[config.mk]
export PLATFORM = sky130hd
export DESIGN_NAME = fetch_ctrl
export DESIGN_NICKNAME = d
export VERILOG_FILES = /design/src/rtl/fetch_pkg.sv /design/src/rtl/fetch_queue.sv /design/src/rtl/fetch_ctrl.sv
export SDC_FILE = /design/constraint.sdc
export NUM_CORES = 1
export LEC_CHECK = 0
export ABC_AREA = 1
export BUFFER_PORTS_ARGS = -buffer_cell sky130_fd_sc_hd__buf_2
export CORE_MARGIN = 2
export CORE_UTILIZATION = 55
export DETAILED_ROUTE_END_ITERATION = 16
export PLACE_DENSITY = 0.92
export SLEW_MARGIN = 20
export SYNTH_ARGS = -nofsm -noshare
export SYNTH_HDL_FRONTEND = slang
export SYNTH_SLANG_ARGS = --single-unit
[constraint.sdc]
create_clock -name clk -period 11.8 [get_ports clk]
set_input_delay 1.77 -clock clk [delete_from_list [all_inputs] [get_ports clk]]
set_output_delay 1.77 -clock clk [all_outputs]
set_load 0.03 [all_outputs]
[src/rtl/fetch_pkg.sv]
`default_nettype none
// ============================================================================
//  Module      : fetch_pkg
//  Description : Shared constants and types for the instruction-fetch block.
//                NOP_INSTR fills entries that carry a fault. FAULT_* gives the
//                fault cause attached to each queue entry. state_t gives the
//                states of the fetch sequencer. fetch_entry_t is one
//                prefetch-queue entry. is_oob tests a fetch PC against the
//                size of the instruction memory.
//  Revision    : 1.0 - initial release
// ============================================================================
package fetch_pkg;

    localparam logic [31:0] NOP_INSTR      = 32'h0000_0013;

    localparam int unsigned FAULT_W        = 2;
    localparam logic [1:0]  FAULT_NONE     = 2'b00;
    localparam logic [1:0]  FAULT_MISALIGN = 2'b01;
    localparam logic [1:0]  FAULT_OOB      = 2'b10;

    localparam int unsigned STATE_W        = 2;
    typedef enum logic [STATE_W-1:0] {
        RUN      = 2'd0,
        MISALIGN = 2'd1,
        HALT     = 2'd2
    } state_t;

    typedef struct packed {
        logic [31:0]        pc;
        logic [31:0]        instr;
        logic [FAULT_W-1:0] fault;
    } fetch_entry_t;

    localparam int unsigned ENTRY_W = $bits(fetch_entry_t);

    // The word index is the PC with its byte-offset bits dropped. Any index at
    // or beyond the memory size is out of range.
    function automatic logic is_oob(input logic [31:0] pc, input logic [31:0] mem_words);
        return ({2'b00, pc[31:2]} >= mem_words);
    endfunction

endpackage
`default_nettype wire

[src/rtl/fetch_queue.sv]
`default_nettype none
// ============================================================================
//  Module      : fetch_queue
//  Description : Circular prefetch FIFO with registered storage. It accepts a
//                push and a pop in the same cycle, has a synchronous flush,
//                and reports its occupancy.
//  Ports       : clk, rst      - clock, synchronous active-high reset
//                flush         - empty the queue; a same-cycle push/pop is
//                                dropped
//                push, wdata   - write one entry (the caller ensures there is
//                                space or a same-cycle pop)
//                pop           - retire the head entry
//                rdata         - head entry, read from storage registers
//                count         - number of valid entries
//  Revision    : 1.0 - initial release
// ============================================================================
module fetch_queue #(
    parameter  int DEPTH = 2,
    parameter  int WIDTH = 66,
    localparam int PTR_W = $clog2(DEPTH),
    localparam int CNT_W = PTR_W + 1
) (
    input  logic             clk,
    input  logic             rst,
    input  logic             flush,
    input  logic             push,
    input  logic [WIDTH-1:0] wdata,
    input  logic             pop,
    output logic [WIDTH-1:0] rdata,
    output logic [CNT_W-1:0] count
);

    logic [WIDTH-1:0] r_mem [DEPTH];
    logic [PTR_W-1:0] r_wr_ptr;
    logic [PTR_W-1:0] r_rd_ptr;
    logic [CNT_W-1:0] r_count;

    logic             w_do_push;
    logic             w_do_pop;

    // A flush takes priority over all traffic in the same cycle.
    assign w_do_push = push & ~flush;
    assign w_do_pop  = pop  & ~flush;

    // Storage needs no reset. Validity is tracked by the pointers and the count.
    always_ff @(posedge clk) begin
        if (w_do_push) begin
            r_mem[r_wr_ptr] <= wdata;
        end
    end

    // DEPTH is a power of two, so the pointers wrap on their own.
    always_ff @(posedge clk) begin
        if (rst || flush) begin
            r_wr_ptr <= '0;
            r_rd_ptr <= '0;
            r_count  <= '0;
        end else begin
            if (w_do_push) begin
                r_wr_ptr <= r_wr_ptr + PTR_W'(1);
            end
            if (w_do_pop) begin
                r_rd_ptr <= r_rd_ptr + PTR_W'(1);
            end
            case ({w_do_push, w_do_pop})
                2'b10:   r_count <= r_count + CNT_W'(1);
                2'b01:   r_count <= r_count - CNT_W'(1);
                default: r_count <= r_count;
            endcase
        end
    end

    assign rdata = r_mem[r_rd_ptr];
    assign count = r_count;

endmodule
`default_nettype wire

[src/rtl/fetch_ctrl.sv]
`default_nettype none
// ============================================================================
//  Module      : fetch_ctrl
//  Description : Instruction-fetch sequencer. It owns the fetch PC, reads the
//                single-cycle instruction memory, and buffers the fetched
//                words with their PCs in a prefetch queue. Decode takes
//                entries from that queue over a valid/ready handshake. A
//                redirect flushes the queue and restarts fetch at the target.
//                A misaligned redirect target yields one fault entry and then
//                a halt. A fetch beyond the end of memory yields one fault
//                entry and then a halt.
//  Ports       : clk, rst                  - clock, synchronous active-high
//                                            reset
//                imem_addr / imem_rdata    - memory address (= fetch_pc) and
//                                            the data read from it in the
//                                            same cycle
//                redirect_valid/redirect_pc - one-cycle restart request
//                out_valid/out_ready       - head handshake to decode
//                out_instr/out_pc/out_fault - head entry contents
//                fetch_pc                  - current fetch PC (debug)
//                perf_fetched/perf_stall   - counters, present only when
//                                            FETCH_PERF_CNT_EN is defined
//  Config      : FETCH_PERF_CNT_EN - adds the performance counters
//  Revision    : 1.0 - initial release
// ============================================================================
module fetch_ctrl
    import fetch_pkg::*;
#(
    parameter logic [31:0] RESET_PC    = 32'h0000_0000,
    parameter int          QUEUE_DEPTH = 2,
    parameter int          MEM_WORDS   = 16384
) (
    input  logic        clk,
    input  logic        rst,
    output logic [31:0] imem_addr,
    input  logic [31:0] imem_rdata,
    input  logic        redirect_valid,
    input  logic [31:0] redirect_pc,
    output logic        out_valid,
    input  logic        out_ready,
    output logic [31:0] out_instr,
    output logic [31:0] out_pc,
    output logic [1:0]  out_fault,
    output logic [31:0] fetch_pc
`ifdef FETCH_PERF_CNT_EN
    ,
    output logic [31:0] perf_fetched,
    output logic [31:0] perf_stall
`endif
);

    localparam int          c_CNT_W     = $clog2(QUEUE_DEPTH) + 1;
    localparam logic [31:0] c_MEM_WORDS = 32'(MEM_WORDS);

    state_t              r_state;
    logic [31:0]         r_pc;

    logic [c_CNT_W-1:0]  w_count;
    logic                w_full;
    logic                w_empty;
    logic                w_pop;
    logic                w_space;
    logic                w_push_run;
    logic                w_push_mis;
    logic                w_push;
    logic                w_oob;
    fetch_entry_t        w_wr_entry;
    fetch_entry_t        w_head;

    assign w_full  = (w_count == c_CNT_W'(QUEUE_DEPTH));
    assign w_empty = (w_count == '0);
    assign w_pop   = ~w_empty & out_ready;

    // When the queue is full, a pop in the same cycle frees the slot. This
    // keeps throughput at one entry per cycle.
    assign w_space    = ~w_full | w_pop;
    assign w_push_run = (r_state == RUN)      & ~redirect_valid & w_space;
    assign w_push_mis = (r_state == MISALIGN) & ~redirect_valid & w_space;
    assign w_push     = w_push_run | w_push_mis;

    assign w_oob = is_oob(r_pc, c_MEM_WORDS);

    // A faulting entry carries a NOP instead of memory data, so decode never
    // sees garbage from a bad address.
    always_comb begin
        w_wr_entry.pc    = r_pc;
        w_wr_entry.instr = imem_rdata;
        w_wr_entry.fault = FAULT_NONE;
        if (r_state == MISALIGN) begin
            w_wr_entry.instr = NOP_INSTR;
            w_wr_entry.fault = FAULT_MISALIGN;
        end else if (w_oob) begin
            w_wr_entry.instr = NOP_INSTR;
            w_wr_entry.fault = FAULT_OOB;
        end
    end

    fetch_queue #(
        .DEPTH (QUEUE_DEPTH),
        .WIDTH (ENTRY_W)
    ) u_queue (
        .clk   (clk),
        .rst   (rst),
        .flush (redirect_valid),
        .push  (w_push),
        .wdata (w_wr_entry),
        .pop   (w_pop),
        .rdata (w_head),
        .count (w_count)
    );

    // Fetch sequencer. A redirect overrides every state. Reset overrides the
    // redirect.
    always_ff @(posedge clk) begin
        if (rst) begin
            r_state <= RUN;
            r_pc    <= RESET_PC;
        end else if (redirect_valid) begin
            r_pc    <= redirect_pc;
            r_state <= (redirect_pc[1:0] != 2'b00) ? MISALIGN : RUN;
        end else begin
            case (r_state)
                RUN: begin
                    if (w_push_run) begin
                        r_pc <= r_pc + 32'd4;
                        if (w_oob) begin
                            r_state <= HALT;
                        end
                    end
                end
                MISALIGN: begin
                    // The fault entry is the only output of this state. The
                    // PC stays at the bad target so the debug view shows it.
                    if (w_push_mis) begin
                        r_state <= HALT;
                    end
                end
                HALT: begin
                    r_state <= HALT;
                end
                default: begin
                    r_state <= HALT;
                end
            endcase
        end
    end

`ifdef FETCH_PERF_CNT_EN
    logic [31:0] r_perf_fetched;
    logic [31:0] r_perf_stall;
    logic        w_stall;

    // A stall is a cycle in which fetch could run but the queue has no slot.
    assign w_stall = (r_state == RUN) & ~redirect_valid & ~w_space;

    always_ff @(posedge clk) begin
        if (rst) begin
            r_perf_fetched <= '0;
            r_perf_stall   <= '0;
        end else begin
            if (w_push && !redirect_valid) begin
                r_perf_fetched <= r_perf_fetched + 32'd1;
            end
            if (w_stall) begin
                r_perf_stall <= r_perf_stall + 32'd1;
            end
        end
    end

    assign perf_fetched = r_perf_fetched;
    assign perf_stall   = r_perf_stall;
`endif

    assign imem_addr = r_pc;
    assign fetch_pc  = r_pc;
    assign out_valid = ~w_empty;
    assign out_instr = w_head.instr;
    assign out_pc    = w_head.pc;
    assign out_fault = w_empty ? FAULT_NONE : w_head.fault;

endmodule
`default_nettype wire

# Word level (Yosys, flattened, before mapping)
# Memories as Yosys holds them, arrays and structs flattened. A register that Yosys moved wholly into a read port is not among the register bits.
# Cells that the tools add are included.
[totals] word_cells=57 n_memories=1 ram_bits=132 regBits=38 output_inout_bits=131 in_bits=68
[op_classes] reduce_logical=9 n_eq_ne=7 n_bitwise=12 addsub=5 n_mux=17 magnitude_cmp=1
[mem_list] memory="u_queue.r_mem" words=2 width=66 read_ports=1 rd_clocked_by_memory_dff=1 wr=1 line_no="fetch_queue.sv:33" rtl="logic [WIDTH-1:0] r_mem [DEPTH];"
[op_table] cell="32-bit 2-to-1 mux" n=3
[op_table] cell="34-bit 2-to-1 mux" n=2
[op_table] cell="32-bit by 3-bit adder with 32-bit output, second input constant" n=1
[op_table] cell="30-bit by 15-bit >= comparator with 1-bit output, second input constant" n=1
[op_table] cell="2-bit 2-to-1 mux" n=5
[op_table] cell="3-bit inequality test, second input constant" n=3
[op_table] cell="2-bit one-hot mux with 2 select lines" n=2
[op_table] cell="2-bit nonzero test" n=4
[op_table] cell="1-bit bitwise AND" n=7
[op_table] cell="1-bit 2-to-1 mux" n=5
[op_table] cell="2-bit by 1-bit == test with 1-bit output, second input constant" n=2
[op_table] cell="2-bit == test, second input constant" n=2
[op_table] cell="2-bit logical NOT" n=2
[op_table] cell="1-bit NOT" n=3
[op_table] cell="3-bit AND reduction" n=1
[op_table] cell="1-bit adder, second input constant" n=2
[op_table] cell="2-bit by 1-bit adder with 2-bit output, second input constant" n=1
[op_table] cell="1-bit OR" n=2
[op_table] cell="2-bit AND reduction" n=1
[op_table] cell="2-bit by 1-bit subtractor with 2-bit output, second input constant" n=1
[op_table] cell="1-bit logical OR" n=1

# Depth between registers and ports, before layout
# Gate-level depths: netlist of the first run.
[logic_depth] depth_word=9 ltp_mapped=12 ltp_nobuf=12

# Modules after synthesis
# From an unflattened synthesis of the first run, not the netlist that was laid out.
[unflattened] hier_cells=808 area_unflattened_um2=8425.6
[by_module_without_submodules] module="fetch_queue" seq_area_each_um2=4063.9 cells_per_inst=239 area_each_um2=5154.9 instances=1
[by_module_without_submodules] module="fetch_ctrl" seq_area_each_um2=680.7 cells_per_inst=569 area_each_um2=3270.6 instances=1

# Worst setup path after synthesis of the first run
# Ideal clock, no wire load.
[synth_path] path_kind="in2reg" start="input redirect_valid" end="memory u_queue.r_mem[1][0], enable pin" cell_stages=4 path_slack_ns=6.340 t_required_ns=11.308 arrival_time_ns=4.968 setup_time_ns=0.492 n_path_buf=1 cell_sequence="buf_2 -> nor2_1 -> nand2_1 -> nor2_1"
[synth_via] elab_chain_len=7 word_cells_on_any_way=9 classes_between="mux (2); bitwise (7)"
[synth_lines] item="from (decl)" line_no="fetch_ctrl.sv:37" rtl="input logic redirect_valid,"
[synth_lines] item="1-bit NOT *" line_no="fetch_queue.sv:42, fetch_ctrl.sv:77, fetch_ctrl.sv:78"
[synth_lines] item="1-bit bitwise AND, on equally long branches (2 in series)" line_no="fetch_ctrl.sv:77, fetch_ctrl.sv:78"
[synth_lines] item="1-bit OR" line_no="fetch_ctrl.sv:79" rtl="assign w_push = w_push_run | w_push_mis;"
[synth_lines] item="1-bit bitwise AND *" line_no="fetch_queue.sv:42" rtl="assign w_do_push = push & ~flush;"
[synth_lines] item="1-bit 2-to-1 mux *" line_no="fetch_queue.sv:47" rtl="if (w_do_push) begin"
[synth_lines] item="1-bit 2-to-1 mux (not written as such) *" line_no="fetch_queue.sv:48" rtl="r_mem[r_wr_ptr] <= wdata;"
[synth_lines] item="to (decl)" line_no="fetch_queue.sv:33"
# Every way passes the cells marked *; elsewhere a longest branch is shown, timed or not.

==> metrics.md, run 1 <==
| Metric | Value |
|---|---|
| Worst hold path type | `reg2reg` |
| RePlAce Congestion | `0.937` |
| Htree depth | `4` |
| Max IR drop VDD | `0.112 mV` |
| Total overflow reported by the global router | `0` |
| Hold Buf Count CTS | `0` |
| Largest net degree at the start of global routing | `67` |
| Yosys cell types | `36` |
| WS Path Type | `reg2out` |
| DRT antenna net count | `0` |
| Slowest stage delay, CP | `0.70 ns` |
| Cell mode on critical path | `nand2_1` |
| EDFF count, synth | `132` |
| # Max-Cap Violations | `0` |
| WL/cell | `15.2 um` |
| Num rows | `44` |
| Unrepaired setup endpoints after global routing | `false` |
| Total track usage | `24.0%` |
| Hold depth | `2` |
| Drt total wl | `19.0 mm` |
| Required time of the critical path | `10.03 ns` |
| YS warnings | `0` |
| Outcome | `finished clean` |
| IO buf count | `198` |
| Number of cells produced by synthesis | `926` |
| Detailed-router iteration count before antenna repair | `6` |
| Starting DRT DRC Count | `652` |
| Worst-path clk slew | `0.06 ns` |
| Synth Cell Area | `0.00822 sq mm` |
| Avg Cell Area, Syn | `8.87 sq um` |
| Layout cells sized above 1 | `25.1%` |
| Initial core utilization | `56.3%` |
| Fin. Hold Viols | `0` |
| Vias in the first global route | `6,074` |
| Slowest cell on crit path | `clkinv_2` |
| Worst Tran Pin Value | `0.926 ns` |
| Area of the core | `0.0146 sq mm` |
| Register-to-Register Path Depth | `4` |
| Setup-failing EPs final | `0` |
| Most frequent cells in the layout | `nand2_1 (335), buf_2 (198), edfxtp_1 (132)` |
| Fin crit share | `32.5%` |
| Startpoint Class | `flop` |
| Ys async rst share | `0%` |
| Die Width | `126 um` |
| Clock Path Buffers | `2` |
| PostCTS Resize Cnt | `0` |
| Height of the die | `126 um` |
| DRC viols | `0` |
| Drt via density | `5.23` |
| Minimum clock period | `3.83 ns` |
| Yosys reg bits | `171` |
| Ys flop type | `edfxtp_1` |
| Final Cell Area | `0.00949 sq mm` |
| Top Ports | `199` |
| Clk_lat worst skew | `0.43 ns` |
| Post-synthesis sequential area ratio | `57.7%` |
| Clock buffer count from CTS | `17` |
| First-pass GRT wire length | `30.0 mm` |
| Count of pins over their slew limit | `0` |
| Clock root buffer | `clkbuf_16` |
| CTS tree | `yes` |
| Fmax | `261 MHz` |
| Post-DP Area | `0.00885 sq mm` |
| Leakage power total | `4.33 nW` |
| Post-CTS Setup Bufs | `0` |
| Crit path max fanout | `66` |
| Dpl hpwl | `13.0 mm` |
| NumNets Final | `1,123` |
| Die Area | `0.0159 sq mm` |
| Clk sinks | `171` |
| Vias | `6,529` |
| Rel. slew slack | `38.2%` |
| Layout area overhead | `15.4%` |
| ANT cells | `0` |
| CP Data Arrival Time | `2.06 ns` |
| CP endpoint kind | `output pin` |
| Most common cell after layout, fill and taps aside | `nand2_1` |
| Worst path cell trace | `clkinv_2, nand2_1, nand2_1, buf_2` |
| Clock Skew | `0.00823 ns` |
| Antenna violations before repair | `0` |
| Net Count, Synth | `997` |
| Setup TNS Final | `0 ns` |
| Power Density | `156 mW/mm^2` |
==> kinds of logic (layout without fill, tap and decap cells) <==
group,Yosys count,in the layout,synth area share [%]
AND/OR/NAND/NOR,502,502,25.4
flip-flops,171,171,57.7
AO/OA/AOI/OAI,65,65,4.35
buffers and inverters,181,320,11.6
adder cells (fa/ha/maj),3,3,0.457
XOR/XNOR,4,4,0.426
==> layer usage <==
layer | vias up | track usage (%) | routed length [um]
met3 | 50 | 4.63 | 1650
met4 | 0 | 10.0 | 504
met2 | 354 | 39.8 | 9220
met1 | 2978 | 31.2 | 7620
met5 | - | 0 | 0
li1 | 3147 | - | -
==> worst max-delay path: cells and delay by family (launching register included) <==
kind | cells | cell delay (ns)
buffers and inverters | 2 | 0.90
AND/OR/NAND/NOR | 2 | 0.38
flip-flops | 1 | 0.33
==> metrics by stage <==
stage / instances / setup slack (ns) / power, mW / utilization [%] / hold slack, ns
after CTS: 1249 / 7.88 / 1.49 / 65.0 / 0.472
after global placement: 1217 / 7.70 / 0.898 / 60.7 / 0.453
after floorplan: 926 / 6.34 / 0.858 / - / 0.447
final: 1249 / 7.97 / 1.48 / 65.0 / 0.474
after global routing: 1249 / 7.76 / 1.53 / 65.0 / 0.496
after detailed placement: 1217 / 7.56 / 0.904 / 60.7 / 0.461
==> Yosys cell counts (2+ instances only) <==
| cell | number | share of area [%] |
|---|---|---|
| a31oi_1 | 8 | 0.61 |
| nand2_4 | 3 | 0.41 |
| nand4_1 | 4 | 0.30 |
| nand3b_1 | 3 | 0.27 |
| buf_6 | 2 | 0.27 |
| xor2_1 | 3 | 0.32 |
| nand3_1 | 38 | 2.3 |
| nand3_2 | 2 | 0.24 |
| a21oi_1 | 32 | 1.9 |
| clkbuf_1 | 16 | 0.73 |
| o211ai_1 | 5 | 0.46 |
| or2_2 | 2 | 0.15 |
| nor2_1 | 98 | 4.5 |
| edfxtp_1 | 132 | 48 |
| o21ai_1 | 2 | 0.12 |
| nor2_4 | 5 | 0.69 |
| ha_1 | 3 | 0.46 |
| dfxtp_1 | 39 | 9.5 |
| nor2_2 | 3 | 0.23 |
| buf_1 | 4 | 0.18 |
| nand2_1 | 335 | 15 |
| o21ai_0 | 15 | 0.91 |
| inv_2 | 10 | 0.46 |
| nand2_2 | 3 | 0.23 |
| buf_4 | 67 | 6.1 |
| inv_1 | 77 | 3.5 |
| nor3_2 | 2 | 0.24 |
| buf_2 | 5 | 0.30 |
==> cell type report <==
type                    instances  area [sq um]
inverters                      87           328
multi-input cells             574          2540
repair buffers                201          1010
flip-flops and latches        171          4750
clock buffers                  19           433
fillers                      1115          5100
well taps                     184           230
clock inverters                13           200
==> where the power goes <==
part           internal [mW]  total (mW)  switching [mW]
logic                 0.0510       0.188           0.137
clock network          0.374       0.593           0.219
registers              0.679       0.704          0.0249
==> final timing paths <==
path / startpoint / to / slack, ns
worst min register to register: u_queue.r_rd_ptr$_SDFFE_PP0P_ / flop / 0.47
worst min-delay path: u_queue.r_rd_ptr$_SDFFE_PP0P_ / flop / 0.47
worst max register to register: r_state[1]$_SDFFE_PP0P_ / u_queue.r_mem[0][59]$_DFFE_PP_ / 9.44
worst max-delay path: flop / out_pc[12] / 7.97
==> state kept, by name, indices dropped and copies added (netlist names), named ones only <==
register / flops
u_queue.r_mem: 132
u_queue.count: 2
u_queue.r_rd_ptr: 1
r_state: 2
u_queue.r_wr_ptr: 1
fetch_pc: 32
Power figures use the tool's default switching activity.
==> inputs of run 2 (changes only) <==
Settings changed: CORE_UTILIZATION 55 to 49, PLACE_DENSITY 0.92 to 0.87.
Clock period 11.8 ns to 3.15 ns, I/O delays scaled along.
==> run 2 against run 1 <==
- power grew to 3.8 times the previous value
- setup slack got worse by 7.1 ns
- non-clock buffer count increased by 4
- clock skew rose by 0.0066 ns
- first-iteration DRC count fell by 25%
- clock-buffer cell count is the same
- final cell count rose by 3.2%
- combinational power grew to 3.8 times the previous value
- via count decreased by 1.6%
- utilization is 6.8 points lower
- largest cell class unchanged
- largest power group unchanged
- highest routed layer unchanged
==> metrics.md, run 2 (synthesis gave the netlist of run 1 again) <==
| Metric | Value |
|---|---|
| Vias in the first global route | `5,917 (-2.6%)` |
| Htree depth | `4 (unchanged)` |
| Max IR drop VDD | `0.372 mV (+230%)` |
| Rel. slew slack | `46.7% (+8.5 points)` |
| Drt via density | `4.98 (-4.6%)` |
| Height of the die | `134 um (+5.8%)` |
| Worst hold start | `redirect_pc[2]` |
| Layout area overhead | `16.7%` |
| Required time of the critical path | `2.68 ns (-7.35 ns)` |
| Post-CTS Setup Bufs | `0 (unchanged)` |
| IO buf count | `198 (unchanged)` |
| Hold Buf Count CTS | `0 (unchanged)` |
| Power Density | `586 mW/mm^2 (+270%)` |
| Worst setup slack after layout | `0.853 ns (-7.11 ns)` |
| DP Cell Count | `1,257 (+3.3%)` |
| Switch Pwr | `1.47 mW (+290%)` |
| Clk_lat worst skew | `0.43 ns (about the same)` |
| Dpl hpwl | `13.1 mm (+0.80%)` |
| Reg power frac | `46.9% (-0.5 points)` |
| Worst hold path type | `in2reg` |
| Clock Skew | `0.0149 ns (+0.00662 ns)` |
| Total overflow reported by the global router | `0 (unchanged)` |
| Count of pins over their slew limit | `0 (unchanged)` |
| Post-Layout Cell Count | `1,289 (+3.2%)` |
| CP Data Arrival Time | `1.82 ns (-0.24 ns)` |
| WS Path Type | `reg2out` |
| Final Cell Area | `0.00959 sq mm (+1.1%)` |
| PostCTS Resize Cnt | `0 (unchanged)` |
| Outcome | `finished clean` |
| Fin crit share | `72.9%` |
| Largest Register | `u_queue.r_mem` |
| Initial core utilization | `49.9% (-6.4 points)` |
| ANT cells | `0 (unchanged)` |
| NumNets Final | `1,127 (+0.36%)` |
| Leakage power total | `4.35 nW (+0.52%)` |
| Total track usage | `22.2% (-1.8 points)` |
| Clk sinks | `171 (unchanged)` |
| Hold depth | `3 (+1)` |
| Clock Path Buffers | `2 (unchanged)` |
| Cell internal pwr | `4.15 mW (+280%)` |
| DP Worst Slack | `0.803 ns (-6.76 ns)` |
| Area of the core | `0.0165 sq mm (+13%)` |
| Switching Share | `26.1% (+0.44 points)` |
| DRC viols | `0 (unchanged)` |
| Num rows | `47 (+6.8%)` |
| Max reg flops | `132 (unchanged)` |
| Final Util | `58.2% (-6.8 points)` |
| R2R setup slack | `1.15 ns (-8.29 ns)` |
| Minimum clock period | `2.30 ns` |
| Most frequent cells in the layout | `nand2_1 (335), buf_2 (198), edfxtp_1 (132)` |
| Fin. Hold Viols | `0 (unchanged)` |
| Layout cells sized above 1 | `25.4% (+0.37 points)` |
| Fmax | `435 MHz` |
| First-pass GRT wire length | `30.4 mm (+1.4%)` |
| Setup-failing EPs final | `0 (unchanged)` |
| Setup TNS Final | `0 ns (unchanged)` |
| Die Area | `0.0178 sq mm (+12%)` |
| Drt total wl | `19.5 mm (+2.9%)` |
| Clock root buffer | `clkbuf_16` |
| Top Ports | `199 (unchanged)` |
| Detailed-router iteration count before antenna repair | `7 (+1)` |
| Unrepaired setup endpoints after global routing | `false` |
| Combinational fraction of design power | `12.6% (about the same)` |
| DRT antenna net count | `0 (unchanged)` |
| Worst Tran Pin Value | `0.798 ns (-0.128 ns)` |
| Die Width | `134 um (+5.8%)` |
| CP endpoint kind | `output pin` |
| # Max-Cap Violations | `0 (unchanged)` |
| CTS tree | `yes` |
| Starting DRT DRC Count | `489 (-25%)` |
| Vias | `6,425 (-1.6%)` |
| Most common cell after layout, fill and taps aside | `nand2_1` |
| Startpoint Class | `flop` |
| Fillers | `1,383 (+24%)` |
| Hold Path Sink | `fetch_pc[2]$_SDFFE_PP0P_` |
| WL/cell | `15.2 um (-0.27%)` |
| RePlAce Congestion | `0.937 (about the same)` |
| Worst-path clk slew | `0.07 ns (about the same)` |
| Reg2reg start | `fetch_pc[24]$_SDFFE_PP0P_` |
| Clock buffer count from CTS | `17 (unchanged)` |
| RR Endpoint | `u_queue.r_mem[0][3]$_DFFE_PP_` |
| Share of power burned in the clock network | `40.5% (+0.6 points)` |
| Largest net degree at the start of global routing | `67 (unchanged)` |
| Antenna violations before repair | `0 (unchanged)` |
| Crit path max fanout | `66 (unchanged)` |
| Register-to-Register Path Depth | `7 (+3)` |
| Post-DP Area | `0.00894 sq mm (+0.99%)` |
[run 2: power groups by stage]
stage | sequential, mW | clock [mW] | combinational [mW]
5_1_grt | 2.65 | 2.39 | 0.768
4_1_cts | 2.64 | 2.30 | 0.713
6_report | 2.64 | 2.27 | 0.710
3_5_place_dp | 2.68 | 0 | 0.708
3_3_place_gp | 2.68 | 0 | 0.697
2_1_floorplan | 2.65 | 0 | 0.563
[run 2: worst max-delay path: stages (launching register included)]
cell and delay [ns]:
dfxtp_2 0.33, buf_4 0.54, nand2_1 0.13, a21oi_1 0.16
buf_2 0.21
[run 2: routing by layer]
metal  part of all wire (%)  global-route usage, %  vias up  routed length, um
met2                     50                   38.4      278               9710
met5                      0                      0        -                  0
li1                       -                      -     3170                  -
met3                    7.0                   4.30       32               1380
met4                    2.0                   8.27        0                382
met1                     41                   27.8     2945               8080
[run 2: layout make-up]
| class | count | area, sq um | area share, % |
|---|---|---|---|
| Sequential cell | 171 | 4750 | 49.5 |
| Timing Repair Buffer | 205 | 1060 | 11.0 |
| Clock buffer | 19 | 433 | 4.52 |
| Inverter | 87 | 327 | 3.41 |
| Tap cell | 220 | 275 | 2.87 |
| Multi-Input combinational cell | 574 | 2540 | 26.5 |
| Clock inverter | 13 | 214 | 2.23 |
[run 2: how the worst max path moves through the flow]
stage | from | endpoint | cells after the start
after floorplan | redirect_valid | u_queue.r_mem[1][0]$_DFFE_PP_ | 4
after global placement | redirect_valid | u_queue.r_mem[0][26]$_DFFE_PP_ | 5
after detailed placement | redirect_valid | u_queue.count[1]$_SDFFE_PP0P_ | 8
after CTS | flop | out_fault[1] | 4
after global routing | flop | out_fault[1] | 4
final | flop | out_fault[1] | 4
[run 2: through the flow]
| stage | hold slack [ns] | power (mW) |
|---|---|---|
| 2_1_floorplan | 0.447 | 3.21 |
| 3_5_place_dp | 0.471 | 3.39 |
| 5_1_grt | 0.313 | 5.81 |
| 3_3_place_gp | 0.458 | 3.37 |
| 6_report | 0.305 | 5.62 |
| 4_1_cts | 0.295 | 5.65 |
==> inputs of run 3 (changes only) <==
Settings changed: CORE_UTILIZATION 49 to 54, PLACE_DENSITY 0.87 to 0.9.
Clock period 3.15 ns to 2.2 ns, I/O delays scaled along.
==> run 3 against run 2 <==
- largest cell class unchanged
- clock-buffer cell count is the same
- highest routed layer unchanged
- die area is 9.0% lower
- sequential cell count is the same
- cell area is 1.4% higher
- setup slack worse by 0.62 ns
- clock skew fell by 0.0052 ns
- final cell count decreased by 1.0%
- utilization increased by 6.4 points
- hold slack lost 0.19 ns
- critical endpoint is now out_instr[1]
- sequential share of layout area fell by 0.67 points
- sequential power up 42%
- power increased by 42%
==> metrics.md, run 3 (synthesis gave the netlist of run 1 again) <==
| Metric | Value |
|---|---|
| Outcome | `finished clean` |
| Drt total wl | `19.6 mm (+0.16%)` |
| Cell internal pwr | `5.89 mW (+42%)` |
| Post-CTS Setup Bufs | `0 (unchanged)` |
| Switching Share | `26.3% (+0.23 points)` |
| Clock Path Buffers | `2 (unchanged)` |
| CP endpoint kind | `output pin` |
| Worst-path clk slew | `0.07 ns (about the same)` |
| Fin crit share | `89.5%` |
| Met2 wire length | `9.69 mm (-0.13%)` |
| Max reg flops | `132 (unchanged)` |
| Minimum clock period | `1.97 ns` |
| Required time of the critical path | `1.87 ns (-0.81 ns)` |
| Height of the die | `127 um (-4.6%)` |
| Starting DRT DRC Count | `671 (+37%)` |
| WL/cell | `15.3 um (+1.2%)` |
| Count of pins over their slew limit | `0 (unchanged)` |
| DP Cell Count | `1,244 (-1.0%)` |
| Vias | `6,585 (+2.5%)` |
| Combinational fraction of design power | `13.6% (+1.0 points)` |
| Power Density | `823 mW/mm^2 (+40%)` |
| Switch Pwr | `2.11 mW (+44%)` |
| Drt via density | `5.16 (+3.5%)` |
| Clk sinks | `171 (unchanged)` |
| Reg power frac | `46.7% (-0.2 points)` |
| Final Util | `64.6% (+6.4 points)` |
| Fmax | `508 MHz` |
| DRC viols | `0 (unchanged)` |
| Vias in the first global route | `6,132 (+3.6%)` |
| Total track usage | `24.0% (+1.7 points)` |
| Total overflow reported by the global router | `0 (unchanged)` |
| Layout cells sized above 1 | `26.7% (+1.3 points)` |
| Max Used Layer | `met4` |
| Die Area | `0.0162 sq mm (-9.0%)` |
| Share of power burned in the clock network | `39.7% (-0.8 points)` |
| Layout area overhead | `18.3%` |
| Overall Power | `8.00 mW (+42%)` |
| First-pass GRT wire length | `30.1 mm (-1.2%)` |
| Dpl hpwl | `13.6 mm (+3.4%)` |
| Worst hold path type | `in2reg` |
| # Max-Cap Violations | `0 (unchanged)` |
| DRT antenna net count | `0 (unchanged)` |
| Clk_lat worst skew | `0.42 ns (about the same)` |
| Htree depth | `4 (unchanged)` |
| Final Cell Area | `0.00972 sq mm (+1.4%)` |
| ANT cells | `0 (unchanged)` |
| Largest Register | `u_queue.r_mem` |
| Worst Tran Pin Value | `0.533 ns (-0.266 ns)` |
| Detailed-router iteration count before antenna repair | `5 (-2)` |
| Top Ports | `199 (unchanged)` |
| Most common cell after layout, fill and taps aside | `nand2_1` |
| Area of the core | `0.0150 sq mm (-8.7%)` |
| Initial core utilization | `54.7% (+4.8 points)` |
| CTS tree | `yes` |
| Startpoint Class | `flop` |
| Largest net degree at the start of global routing | `50 (-25%)` |
| Post-Layout Cell Count | `1,276 (-1.0%)` |
| Clock root buffer | `clkbuf_16` |
| Unrepaired setup endpoints after global routing | `false` |
| Leakage power total | `4.45 nW (+2.3%)` |
| WS Path Type | `reg2out` |
| Antenna violations before repair | `0 (unchanged)` |
| RePlAce Congestion | `0.978 (+4.3%)` |
| Met1 Wirelength | `8.00 mm (-0.97%)` |
| IO buf count | `198 (unchanged)` |
| Crit path max fanout | `38 (-42%)` |
| Clock buffer count from CTS | `17 (unchanged)` |
| Num rows | `45 (-4.3%)` |
| Die Width | `127 um (-4.6%)` |
| Fillers | `1,209 (-13%)` |
| NumNets Final | `1,146 (+1.7%)` |
| Fin. Hold Viols | `0 (unchanged)` |
| Hold Buf Count CTS | `0 (unchanged)` |
| Register area | `0.00475 sq mm (unchanged)` |
| Most frequent cells in the layout | `nand2_1 (335), buf_2 (198), edfxtp_1 (132)` |
| Max IR drop VDD | `0.526 mV (+41%)` |
| CP Data Arrival Time | `1.64 ns (-0.18 ns)` |
| Met3 wire length | `1.53 mm (+11%)` |
| Clock Skew | `0.00961 ns (-0.00525 ns)` |
| Post-DP Area | `0.00908 sq mm (+1.6%)` |
| Setup-failing EPs final | `0 (unchanged)` |
| Area of the multi-input gates | `0.00254 sq mm (unchanged)` |
| Rel. slew slack | `64.5% (+18 points)` |
-- run 3: cell types whose count changed in the layout (fill, tap and decap cells not counted), moves of 2 or more --
| cell | change |
|---|---|
| buf_12 | +3 |
| buf_4 | +15 |
| clkinv_4 | +3 |
| inv_6 | -2 |
-- run 3: layer usage --
layer	GRT usage (%)	up-vias
met2	41.1	316
met3	5.23	33
met5	0	-
li1	-	3209
met4	8.40	0
met1	30.2	3027
-- run 3: power groups by stage --
stage	sequential, mW	combinational [mW]	clock, mW
after CTS	3.74	1.09	3.21
after detailed placement	3.81	1.08	0
final	3.74	1.09	3.17
after global placement	3.80	1.07	0
after floorplan	3.79	0.806	0
after global routing	3.75	1.17	3.34
-- run 3: per-stage QoR --
step / hold WS [ns] / TNS [ns] / setup slack [ns]
2_1_floorplan: 0.447 / -94.21 / -0.719
3_3_place_gp: 0.455 / 0 / 0.374
3_5_place_dp: 0.471 / 0 / 0.323
4_1_cts: 0.0976 / 0 / 0.0968
5_1_grt: 0.123 / 0 / 0.0930
6_report: 0.118 / 0 / 0.231
-- run 3: critical path, cell delays in order, from the launching register on --
cell and delay (ns):
dfxtp_2 0.34, inv_2 0.25, buf_12 0.26, nand2_1 0.09, nand2_1 0.07, buf_2 0.21
-- run 3: final cells by class --
class / count / area share [%]
clock inverters: 13 / 1.97
multi-input cells: 574 / 26.1
flip-flops and latches: 171 / 48.8
repair buffers: 224 / 12.8
inverters: 87 / 3.36
clock buffers: 19 / 4.56
well taps: 188 / 2.42
-- run 3: path summary, 6_finish.rpt --
| path | from | end | slack (ns) | cells past startpoint |
|---|---|---|---|---|
| setup / recovery | flop | out_instr[1] | 0.23 | 5 |
| setup reg to reg | fetch_pc[24]$_SDFFE_PP0P_ | u_queue.r_mem[1][15]$_DFFE_PP_ | 0.29 | 8 |
| hold reg to reg | u_queue.r_rd_ptr$_SDFFE_PP0P_ | flop | 0.48 | 2 |
| hold / removal | rst | r_state[0]$_SDFFE_PP0P_ | 0.12 | 2 |
-- run 3: what timing repair did --
action | in CTS | in global routing
hold endpoints to repair | 0 | 0
endpoints found under the setup margin | 0 | 1
resized for setup | 0 | 1
